File: src/rtl/rv32i_single_cycle_core.sv
// rv32i_single_cycle_core: single-cycle RV32I core with combinational fetch and byte-enabled data port
module rv32i_regfile (
  input  logic        clk,
  input  logic        reset,
  input  logic [4:0]  ra1,
  input  logic [4:0]  ra2,
  input  logic [4:0]  wa,
  input  logic        we,
  input  logic [31:0] wd,
  output logic [31:0] rd1,
  output logic [31:0] rd2
);
  logic [31:0] RF [32];
  always_ff @(posedge clk or negedge reset)
    if (!reset) for (int i = 0; i < 32; i++) RF[i] <= '0;
    else if (we && wa != 5'd0) RF[wa] <= wd;
  assign rd1 = (ra1 == 5'd0) ? '0 : RF[ra1];
  assign rd2 = (ra2 == 5'd0) ? '0 : RF[ra2];
endmodule

module rv32i_single_cycle_core #(
  parameter logic [31:0] RESET_PC = 32'h0000_0000
) (
  input  logic        clk,
  input  logic        reset,
  output logic [31:0] iaddr,
  input  logic [31:0] idata,
  output logic [31:0] daddr,
  input  logic [31:0] drdata,
  output logic [31:0] dwdata,
  output logic [3:0]  dwe
);
  localparam logic [6:0] OP_LUI = 7'b0110111, OP_AUIPC = 7'b0010111, OP_JAL = 7'b1101111,
                         OP_JALR = 7'b1100111, OP_BR = 7'b1100011, OP_LOAD = 7'b0000011,
                         OP_STORE = 7'b0100011, OP_IMM = 7'b0010011, OP_R = 7'b0110011;
  logic [31:0] pc, pc4, next_pc, rs1v, rs2v, wd, alu_b, alu_y, sra_y, ld_val;
  logic [31:0] imm_i, imm_s, imm_b, imm_u, imm_j;
  logic [6:0]  op, f7;
  logic [4:0]  rd, rs1, rs2;
  logic [2:0]  f3;
  logic [15:0] lhalf;
  logic [7:0]  lbyte;
  logic        we, st, taken, legal_r, legal_imm;
  assign {f7, rs2, rs1, f3, rd, op} = idata;
  assign imm_i = {{20{idata[31]}}, idata[31:20]};
  assign imm_s = {{20{idata[31]}}, idata[31:25], idata[11:7]};
  assign imm_b = {{19{idata[31]}}, idata[31], idata[7], idata[30:25], idata[11:8], 1'b0};
  assign imm_u = {idata[31:12], 12'b0};
  assign imm_j = {{11{idata[31]}}, idata[31], idata[19:12], idata[20], idata[30:21], 1'b0};
  rv32i_regfile ureg (
    .clk(clk), .reset(reset), .ra1(rs1), .ra2(rs2), .wa(rd), .we(we), .wd(wd),
    .rd1(rs1v), .rd2(rs2v)
  );
  // funct7 only distinguishes SUB/SRA(I); any other pattern is illegal and retires as a NOP
  assign legal_r   = f7 == 7'b0 || (f7 == 7'b0100000 && (f3 == 3'd0 || f3 == 3'd5));
  assign legal_imm = f3 == 3'd1 ? f7 == 7'b0 : f3 == 3'd5 ? (f7 == 7'b0 || f7 == 7'b0100000) : 1'b1;
  assign alu_b = (op == OP_R) ? rs2v : imm_i;
  assign sra_y = $signed(rs1v) >>> alu_b[4:0];
  always_comb
    case (f3)
      3'd0:    alu_y = (op == OP_R && f7[5]) ? rs1v - alu_b : rs1v + alu_b;
      3'd1:    alu_y = rs1v << alu_b[4:0];
      3'd2:    alu_y = {31'b0, $signed(rs1v) < $signed(alu_b)};
      3'd3:    alu_y = {31'b0, rs1v < alu_b};
      3'd4:    alu_y = rs1v ^ alu_b;
      3'd5:    alu_y = f7[5] ? sra_y : rs1v >> alu_b[4:0];
      3'd6:    alu_y = rs1v | alu_b;
      default: alu_y = rs1v & alu_b;
    endcase
  assign taken = (f3[2] ? (f3[1] ? rs1v < rs2v : $signed(rs1v) < $signed(rs2v)) : rs1v == rs2v) ^ f3[0];
  assign daddr = rs1v + (op == OP_STORE ? imm_s : imm_i);
  assign lbyte = drdata[{daddr[1:0], 3'b000} +: 8];
  assign lhalf = daddr[1] ? drdata[31:16] : drdata[15:0];
  assign ld_val = f3[1] ? drdata : f3[0] ? {{16{~f3[2] & lhalf[15]}}, lhalf}
                                         : {{24{~f3[2] & lbyte[7]}}, lbyte};
  assign pc4 = pc + 32'd4;
  always_comb begin
    we = 1'b0;
    wd = alu_y;
    st = 1'b0;
    next_pc = pc4;
    case (op)
      OP_LUI:   begin we = 1'b1; wd = imm_u; end
      OP_AUIPC: begin we = 1'b1; wd = pc + imm_u; end
      OP_JAL:   begin we = 1'b1; wd = pc4; next_pc = pc + imm_j; end
      OP_JALR:  if (f3 == 3'd0) begin we = 1'b1; wd = pc4; next_pc = (rs1v + imm_i) & ~32'd1; end
      OP_BR:    if (f3[2:1] != 2'b01 && taken) next_pc = pc + imm_b;
      OP_LOAD:  if (f3 != 3'd3 && f3[2:1] != 2'b11) begin we = 1'b1; wd = ld_val; end
      OP_STORE: st = f3 < 3'd3;
      OP_IMM:   we = legal_imm;
      OP_R:     we = legal_r;
      default:  ;
    endcase
  end
  assign dwe = (st && reset) ? (f3[1] ? 4'b1111 : f3[0] ? (daddr[1] ? 4'b1100 : 4'b0011)
                                                        : 4'b0001 << daddr[1:0]) : 4'b0000;
  assign dwdata = f3[1] ? rs2v : f3[0] ? {2{rs2v[15:0]}} : {4{rs2v[7:0]}};
  assign iaddr = pc;
  always_ff @(posedge clk or negedge reset)
    if (!reset) pc <= RESET_PC;
    else pc <= next_pc;
endmodule

File: config.mk
export PLATFORM = sky130hd
export DESIGN_NAME = rv32i_single_cycle_core
export DESIGN_NICKNAME = d
export VERILOG_FILES = /design/src/rtl/rv32i_single_cycle_core.sv
export SDC_FILE = /design/constraint.sdc
export NUM_CORES = 2
export LEC_CHECK = 0
export CAP_MARGIN = 25
export CORE_ASPECT_RATIO = 0.8
export CORE_UTILIZATION = 45
export DETAILED_ROUTE_END_ITERATION = 6
export GPL_TIMING_DRIVEN = 1
export PLACE_DENSITY_LB_ADDON = 0.1
export SYNTH_ARGS = -nofsm -noshare
export SYNTH_HDL_FRONTEND = slang
export SYNTH_SLANG_ARGS = --single-unit
File: constraint.sdc
create_clock -name clk -period 8.9 [get_ports clk]
set_input_delay 1.335 -clock clk [delete_from_list [all_inputs] [get_ports clk]]
set_output_delay 1.335 -clock clk [all_outputs]
set_load 0.01 [all_outputs]
==> impl_metrics.env <==
export IMPL_status="complete, but fails checks"
export IMPL_violations="design-rule violations"
export IMPL_synth_cell_types=122
export IMPL_post_cts_setup_buffers=0
export IMPL_required_ps=7570
export IMPL_grt_max_degree=180
export IMPL_synthCells=7116
export IMPL_max_vdd_ir_drop_mv=0.198
export IMPL_hp_class="reg -> reg"
export IMPL_layout_setup_ws_ps=531
export IMPL_dp_cells=9147
export IMPL_met2_usage=0.594
export IMPL_critPathLaunchType="input pin"
export IMPL_htree_levels=3
export IMPL_drc=1
export IMPL_busiest_layer="met2"
export IMPL_die_area_sq_um=166000
export IMPL_hold_buffers=0
export IMPL_drt_iter0_drc=8153
export IMPL_num_nets_final=7414
export IMPL_finalSetupViolCount=0
export IMPL_chipWidth_microns=455
export IMPL_rsz0062_at_grt="false"
export IMPL_p_leak_nw=36.1
export IMPL_crit_path_cell_trace="buf_2 -> or3b_4 -> o22ai_1 -> a211o_1 -> a21oi_1 -> nor4_4 -> buf_4 -> ha_1 -> a21oi_1 -> o21bai_1 -> a21oi_1 -> o21ai_0 -> a21o_1 -> a21o_1 -> o21ai_0 -> nor2b_1 -> nand2_1 -> xor2_1 -> clkdlybuf4s50_1"
export IMPL_cts_clk_slew_worst_paths_ps=60
export IMPL_yosysWarnings=0
export IMPL_grt_use_met1=0.570
export IMPL_pre_cts_ws_ps=309
export IMPL_wirelength_mm=340
export IMPL_layout_drive_gt1_share=0.241
export IMPL_p_int_mw=9.12
export IMPL_cts_buffers_inserted=108
export IMPL_io_buffer_count=164
export IMPL_routabilityCongestion=1.05
export IMPL_crit_path_frequent_cell="a21oi_1"
export IMPL_met3_usage=0.0931
export IMPL_gr_usage_all_layers=0.407
export IMPL_root_buffer="clkbuf_16"
export IMPL_min_period_ps=8370
export IMPL_ys_seq_area_frac=0.357
export IMPL_cpMaxStageDelayCell="nor4_4"
export IMPL_power_frac_seq=0.376
export IMPL_synth_area_sq_um=73900
export IMPL_slew_violations=0
export IMPL_hold_viol_final=0
export IMPL_row_count=132
export IMPL_wl_per_cell_microns=36.3
export IMPL_p_per_area_nw_per_um2=168
export IMPL_fin_crit_sh=0.940
export IMPL_syn_nets=7409
export IMPL_ys_seq_elements=1055
export IMPL_synth_edf_count=0
export IMPL_clock_latency_ps=820
export IMPL_finClkSkew_ps=114
export IMPL_fin_cells=9367
export IMPL_core_area_sq_um=163000
export IMPL_first_pass_iters=7
export IMPL_ys_async_sr_fraction=1.00
export IMPL_synth_avg_cell_area_sq_um=10.4
export IMPL_relSlewSlack=0.193
export IMPL_end_kind="output pin"
export IMPL_dpl_hpwl_mm=244
export IMPL_globalRouteOverflowTotal=0
export IMPL_max_slew_worst_pin_slew_ps=1210
export IMPL_fillCellCount=14800
export IMPL_synthFlopType="dfrtp_1"
export IMPL_finalCoreUtilization=0.511
export IMPL_ant_nets=0
export IMPL_via_count=63800
export IMPL_switching_power_mw=4.79
export IMPL_grt_pass1_wl_mm=479
export IMPL_combPwrFrac=0.271
export IMPL_arrival_ps=7030
export IMPL_cts_tree="done"
export IMPL_grt_pass1_vias=61300
export IMPL_cts_sinks=1055
export IMPL_fin_tns_setup_ps=0
export IMPL_swShare=0.345
export IMPL_die_h_microns=364
export IMPL_p_clk_frac=0.353
export IMPL_antenna_found_initial=16
export IMPL_crit_type="in -> out"
export IMPL_fmax_ghz=0.119
export IMPL_path_max_fanout=13
export IMPL_area_delta_synth_final_pct=12.4
export IMPL_io_pins=166
export IMPL_maxCapViolCount=0
export IMPL_start_util=0.455
export IMPL_max_stage_delay_ps=830
export IMPL_via_per_inst=6.81
export IMPL_r2r_slack_ps=2120
export IMPL_cts_buffer_depth=3
export IMPL_cts_resized_gates=0
[per-layer routing]
layer / wire, microns / vias to the layer above / part of all wire
met2: 145000 / 3499 / 0.43
met5: 125 / - / 0.00037
met4: 18300 / 16 / 0.054
met1: 144000 / 32900 / 0.42
met3: 32200 / 670 / 0.095
li1: - / 26700 / -
[synthesized netlist by cell type, drive strengths merged (35+ instances only)]
cell type	count	area share
nor2b	49	0.0041
mux4	476	0.15
nand2	810	0.041
a31oi	43	0.0037
a22oi	45	0.0046
xnor2	98	0.012
o221ai	56	0.0067
o22ai	100	0.0085
o31ai	112	0.011
xor2	59	0.0070
o21bai	46	0.0047
nand2b	42	0.0036
nand3	75	0.0051
clkbuf	432	0.022
o21a	44	0.0045
mux2	544	0.084
a211oi	58	0.0060
a21o	91	0.0092
mux2i	323	0.044
ha	220	0.037
buf	214	0.019
o21ai	637	0.043
nor4	40	0.0044
nor2	387	0.020
inv	152	0.0077
dfrtp	1055	0.36
o211ai	35	0.0036
nor3	81	0.0059
a21oi	393	0.027
[area by class of cell]
cell class	count	area, sq um	share of cell area
flip-flops and latches	1055	26400	0.318
clock buffers	165	3220	0.0387
repair buffers	541	5160	0.0621
diodes	12	30.0	0.000362
well taps	2144	2680	0.0323
inverters	155	582	0.00701
clock inverters	35	593	0.00714
multi-input cells	5260	44400	0.534
[kinds of logic (layout without fill, tap and decap cells)]
family          Yosys count  after routing  synth area share
compound gates         1894           1894             0.164
xor+xnor                157            157            0.0186
fa+ha+maj               227            227            0.0391
buf+inv                 801            896            0.0487
flops                  1055           1055             0.357
mux                    1343           1343             0.274
other cells               1             13         0.0000507
simple gates           1638           1638            0.0982
[final timing paths]
kind,endpoint,startpoint,cells after the start
worst max-delay path,daddr[24],idata[18],19
worst min-delay path,ureg.RF[1011],ureg.RF[1011],0
worst max register to register,ureg.RF[729],ureg.RF[517],22
worst min register to register,ureg.RF[1011],ureg.RF[1011],0
max in group asynchronous,ureg.RF[180],reset,4
min in group asynchronous,ureg.RF[109],reset,1
[worst max-delay path: cells and delay by family]
kind / cells / cell delay (ps)
AOI/OAI and AO/OA: 10 / 2020
buffers and inverters: 3 / 1260
and+or+nand+nor: 4 / 1780
xor gates and xnor gates: 1 / 190
adders and majority gates: 1 / 420
[power by group through the flow]
stage | clock network, mW | registers [mW] | logic (mW)
6_report | 4.92 | 5.23 | 3.77
3_3_place_gp | 0 | 5.30 | 3.65
3_5_place_dp | 0 | 5.30 | 3.65
2_1_floorplan | 0 | 5.21 | 2.17
4_1_cts | 4.97 | 5.21 | 3.67
5_1_grt | 5.16 | 5.24 | 3.97
[cells in the final DEF, fill, tap and decap left out, types with 108 or more instances in the layout]
cell,netlist,layout
dfrtp_1,1055,1055
nand2_1,809,807
mux2_2,515,515
o21ai_0,498,497
mux4_2,464,464
a21oi_1,390,387
nor2_1,384,365
buf_4,19,325
mux2i_1,321,321
ha_1,220,220
clkdlybuf4s50_1,0,150
inv_1,136,135
o21ai_1,134,130
o31ai_1,111,109
clkbuf_16,0,108
[registers in the layout, summed over array words and instances, names as in the netlist]
register and count:
ureg.RF 1024, iaddr 31
[stage by stage]
stage / hold slack (ps) / power [mW] / instance area (sq um)
floorplan: 441 / 7.39 / 73900
global placement: 381 / 8.95 / 78900
detailed placement: 382 / 8.95 / 79000
CTS: 397 / 13.8 / 82800
global route: 410 / 14.4 / 83000
finish: 395 / 13.9 / 83100
Power figures use the tool's default switching activity.
